`config.mk`:
```
export PLATFORM = sky130hd
export DESIGN_NAME = cnn_mul_share_arb
export DESIGN_NICKNAME = d
export VERILOG_FILES = /design/src/rtl/cnn_mul_share_arb.sv
export SDC_FILE = /design/constraint.sdc
export NUM_CORES = 1
export LEC_CHECK = 0
export ABC_CLOCK_PERIOD_IN_PS = 13240
export CELL_PAD_IN_SITES_DETAIL_PLACEMENT = 1
export CELL_PAD_IN_SITES_GLOBAL_PLACEMENT = 1
export CORE_MARGIN = 1
export CORE_UTILIZATION = 54
export CTS_CLUSTER_SIZE = 24
export DETAILED_ROUTE_END_ITERATION = 10
export DONT_BUFFER_PORTS = 1
export PLACE_DENSITY = 0.95
export SLEW_MARGIN = 10
export SYNTH_ARGS = -nofsm -noshare
export SYNTH_HDL_FRONTEND = slang
export SYNTH_SLANG_ARGS = --single-unit
```
`constraint.sdc`:
```
create_clock -name ap_clk -period 13.24 [get_ports ap_clk]
set_input_delay 0.662 -clock ap_clk [delete_from_list [all_inputs] [get_ports ap_clk]]
set_output_delay 0.662 -clock ap_clk [all_outputs]
set_load 0.02 [all_outputs]
```
`src/rtl/cnn_mul_share_arb.sv`:
```
// Round-robin arbiter that time-multiplexes one signed A_W x B_W multiplier
// among NUM_REQ requesters. It uses a 2-stage pipeline with a backpressurable response port.
module cnn_mul_share_arb #(
    parameter int NUM_REQ = 4,
    parameter int ID_W    = 2,
    parameter int A_W     = 10,
    parameter int B_W     = 14,
    parameter int P_W     = 25
) (
    input  logic                   ap_clk,
    input  logic                   ap_rst_n,
    input  logic [NUM_REQ-1:0]     cfg_mask,
    input  logic [NUM_REQ-1:0]     req_valid,
    output logic [NUM_REQ-1:0]     req_ready,
    input  logic [NUM_REQ*A_W-1:0] req_a,
    input  logic [NUM_REQ*B_W-1:0] req_b,
    output logic                   rsp_valid,
    input  logic                   rsp_ready,
    output logic [ID_W-1:0]        rsp_id,
    output logic [P_W-1:0]         rsp_p,
    output logic                   busy
);

    logic [ID_W-1:0]       rr_ptr_r;
    logic                  s1_v_r;
    logic signed [A_W-1:0] s1_a_r;
    logic signed [B_W-1:0] s1_b_r;
    logic [ID_W-1:0]       s1_id_r;
    logic                  s2_v_r;
    logic [P_W-1:0]        s2_p_r;
    logic [ID_W-1:0]       s2_id_r;

    logic [NUM_REQ-1:0]    eligible_s;
    logic                  grant_found_s;
    logic [ID_W-1:0]       grant_idx_s;
    logic [ID_W-1:0]       cand_idx_s;
    int                    cand_s;
    logic                  s2_hold_s;
    logic                  adv_s;
    logic                  xfer_s;
    logic signed [P_W-1:0] prod_s;

    assign eligible_s = req_valid & cfg_mask;
    assign s2_hold_s  = s2_v_r & ~rsp_ready;
    assign adv_s      = ~s1_v_r | ~s2_hold_s;

    // Round-robin search: first eligible requester at or after rr_ptr, wrapping
    always_comb begin
        grant_found_s = 1'b0;
        grant_idx_s   = '0;
        cand_s        = 0;
        cand_idx_s    = '0;
        for (int off = 0; off < NUM_REQ; off++) begin
            cand_s = int'(rr_ptr_r) + off;
            if (cand_s >= NUM_REQ) begin
                cand_s = cand_s - NUM_REQ;
            end else begin
                cand_s = cand_s;
            end
            cand_idx_s = cand_s[ID_W-1:0];
            if (!grant_found_s && eligible_s[cand_idx_s]) begin
                grant_found_s = 1'b1;
                grant_idx_s   = cand_idx_s;
            end else begin
                grant_found_s = grant_found_s;
                grant_idx_s   = grant_idx_s;
            end
        end
    end

    // One-hot grant, gated by pipeline advance and held off during reset
    always_comb begin
        req_ready = '0;
        if (grant_found_s && adv_s && ap_rst_n) begin
            req_ready = NUM_REQ'(1'b1) << grant_idx_s;
        end else begin
            req_ready = '0;
        end
    end

    assign xfer_s = |(req_ready & req_valid);

    // Stage 1 operand capture and round-robin pointer update
    always_ff @(posedge ap_clk or negedge ap_rst_n) begin
        if (!ap_rst_n) begin
            rr_ptr_r <= '0;
            s1_v_r   <= 1'b0;
            s1_a_r   <= '0;
            s1_b_r   <= '0;
            s1_id_r  <= '0;
        end else if (adv_s) begin
            s1_v_r <= xfer_s;
            if (xfer_s) begin
                s1_a_r  <= req_a[grant_idx_s*A_W +: A_W];
                s1_b_r  <= req_b[grant_idx_s*B_W +: B_W];
                s1_id_r <= grant_idx_s;
                if (grant_idx_s == ID_W'(NUM_REQ - 1)) begin
                    rr_ptr_r <= '0;
                end else begin
                    rr_ptr_r <= grant_idx_s + ID_W'(1);
                end
            end
        end
    end

    // The only combinational arithmetic sits between the two register stages
    assign prod_s = P_W'(s1_a_r) * P_W'(s1_b_r);

    // Stage 2 product register; frozen while the response is backpressured
    always_ff @(posedge ap_clk or negedge ap_rst_n) begin
        if (!ap_rst_n) begin
            s2_v_r  <= 1'b0;
            s2_p_r  <= '0;
            s2_id_r <= '0;
        end else if (!s2_hold_s) begin
            s2_v_r <= s1_v_r;
            if (s1_v_r) begin
                s2_p_r  <= prod_s;
                s2_id_r <= s1_id_r;
            end
        end
    end

    assign rsp_valid = s2_v_r;
    assign rsp_p     = s2_p_r;
    assign rsp_id    = s2_id_r;
    assign busy      = s1_v_r | s2_v_r;

endmodule

```
==> flow_summary.json <==
{
  "crit_path_end_kind": "register",
  "yosys_most_used_dff": "dfrtp_1",
  "worstHoldPathType": "input port to asynchronous set/reset pin",
  "clk_latency_ns": 0.31,
  "synth_seq_cells": 56,
  "min_period_ns": 5.83,
  "cts-buffers-inserted": 5,
  "reg2reg_from": "s1_a_r[4]",
  "grt_max_degree": 58,
  "grt_overflow": 0,
  "gp_congestion": 0.841,
  "cts_hold_buf": 0,
  "start_kind": "register",
  "worstPathCellList": "nand2_1 -> fa_1 -> inv_1 -> fa_1 -> fa_1 -> fa_1 -> inv_1 -> fa_1 -> inv_1 -> ha_1 -> a2111oi_0 -> o21ai_1 -> a31oi_1 -> o21ai_0 -> xnor2_1 -> o21ai_0",
  "postSynthAreaPerCell_um2": 9.07,
  "area_delta_synth_final_pct": 2.70,
  "path_buf_inv": 3,
  "root_buffer": "clkbuf_16",
  "coreArea_um2": 14700,
  "cts-resized-gates": 0,
  "critPathRequiredTime_ns": 13.42,
  "async_reset_ff_frac": 1.00,
  "drt_wl_total_mm": 25.1,
  "fp-row-count": 44,
  "ctsLongestPathBuffers": 2,
  "maxSlewViolCount": 0,
  "yosysUniqueCellTypes": 54,
  "cp_slowest_cell": "dfrtp_1",
  "yosys.area.top_type": "fa_1",
  "maxCapViolations": 0,
  "clkTransAtPathRegs_ns": 0.08,
  "crit_family": "adder cells",
  "fmax_mhz": 172,
  "grt_use_met2": 0.623,
  "fin_setup_tns_ns": 0,
  "netlist.area_leader.share": 0.300,
  "dr.pass1.iters": 8,
  "crit_top_cell": "fa_1",
  "cp.arrival_ns": 6.01,
  "reg2regPathDepth": 16,
  "cts_tree": "yes",
  "diodes": 0,
  "grt_pass1_wl_mm": 39.8,
  "chipWidth_um": 125,
  "htreeDepth": 2,
  "final_nets": 1161,
  "dr.first_iter.drc_count": 489,
  "ys_seq_area_frac": 0.171,
  "reg2reg_to": "rsp_p[17]",
  "setup_viol": 0,
  "synth_fp_nets": 1196,
  "ios": 140,
  "grt_pass1_vias": 7495,
  "grt.total_usage": 0.336,
  "violations": "design-rule violations",
  "synth_edf_count": 0,
  "yosysMostFrequentCell": "inv_1",
  "drc": 4,
  "drive_gt1_frac": 0.0161,
  "hold_violations": 0,
  "grt.met3_usage": 0.0462,
  "critical_path.max_fanout": 15,
  "regToRegSetupSlack_ns": 7.41,
  "netlist_instances": 905,
  "netlist_area_um2": 8200,
  "worstMarginPinSlew_ns": 1.06,
  "relSlewSlack": 0.291,
  "gr-max-usage-layer": "met2",
  "synth_top_cells_by_area": "fa_1 (30%), dfrtp_1 (17%), ha_1 (9.3%)",
  "final_antenna_net_count": 0,
  "grt_antenna_before_repair": 0,
  "portBuffers": 0,
  "die_area_um2": 15700,
  "synth_common_cells": "inv_1 (168), nand2_1 (133), fa_1 (123), ha_1 (61), and2_1 (57)",
  "wl_per_cell_um": 23.8,
  "cts.sinks": 56,
  "dp_hpwl_mm": 19.4,
  "cts_setup_buffers": 0,
  "cp_slowest_stage_delay_ns": 0.72,
  "via_count": 6568,
  "grt_use_met1": 0.359,
  "status": "complete, but fails checks",
  "rsz0062_at_grt": "no",
  "finalCritPeriodShare": 0.440,
  "initial_utilization": 0.558,
  "fp.dieH_um": 125,
  "finClkSkew_ns": 0.00637,
  "via_per_inst": 6.23,
  "path_class": "register to register",
  "ys_warn_count": 0
}
through the flow:
step / cells / utilization / cell area (um2) / setup slack, ns / hold WS [ns]
2_1_floorplan: 905 / - / 8200 / 8.30 / 0.366
3_3_place_gp: 1047 / 0.562 / 8260 / 7.84 / 0.369
3_5_place_dp: 1047 / 0.562 / 8260 / 7.48 / 0.369
4_1_cts: 1055 / 0.573 / 8430 / 7.43 / 0.0339
5_1_grt: 1055 / 0.573 / 8430 / 7.16 / 0.0327
6_report: 1055 / 0.573 / 8430 / 7.41 / 0.0400
flip-flops by register name, summed over array words and instances, names as in the netlist:
name       flops
rr_ptr_r       2
rsp_id         2
rsp_p         24
rsp_valid      1
s1_a_r        10
s1_b_r        14
s1_id_r        2
s1_v_r         1
worst max path at each step:
stage,from,to,slack (ns),depth (start not counted)
after floorplan,s1_a_r[1],rsp_p[17],8.30,17
after global placement,s1_a_r[4],rsp_p[17],7.84,16
after detailed placement,s1_a_r[4],rsp_p[17],7.48,16
after CTS,s1_a_r[4],rsp_p[17],7.43,16
after global routing,s1_a_r[4],rsp_p[17],7.16,16
final,s1_a_r[4],rsp_p[17],7.41,16
routing by layer:
| layer | vias up | wire, um |
|---|---|---|
| li1 | 2806 | - |
| met3 | 107 | 1080 |
| met5 | - | 0 |
| met4 | 0 | 1640 |
| met1 | 3391 | 8600 |
| met2 | 264 | 13800 |
cells by family (layout without fill, tap and decap cells):
family	after synthesis	after routing	synth area share
and+or+nand+nor	250	250	0.142
buffers and inverters	212	178	0.101
adders and majority gates	184	184	0.393
AOI/OAI and AO/OA	135	135	0.113
DFF	56	56	0.171
muxes	49	49	0.0598
xor gates and xnor gates	19	19	0.0203
area by class of cell:
cell class	count	area [um2]
Fill cell	1685	6270
Multi-Input combinational cell	637	5980
Sequential cell	56	1400
Inverter	168	631
Tap cell	184	230
Clock buffer	5	125
Clock inverter	3	42.5
Timing Repair Buffer	2	15.0
layout by cell type (no fill, tap or decap), types with 6 or more instances in the layout:
cell type and count:
ha_1 61, and2_1 57, nand2b_1 7, xnor2_1 14, dfrtp_1 56, nor2_1 23, o31ai_1 6, o21ai_0 22
a21oi_1 15, o22ai_1 23, nand3_1 10, fa_1 123, a21o_1 28, mux2i_1 49, nand2_1 133, inv_1 168
worst reg2reg max path, delay by kind of cell, from the launching register on:
kind / cells / cell delay, ns
AO/OA/AOI/OAI: 5 / 1.35
XOR/XNOR: 1 / 0.18
adder cells (fa/ha/maj): 6 / 3.02
buffers and inverters: 3 / 0.23
flip-flops: 1 / 0.72
AND/OR/NAND/NOR: 1 / 0.19
Power is left out: the tool's default activity adds up to more than one toggle a clock period on the data nets, which glitch-free logic cannot reach.
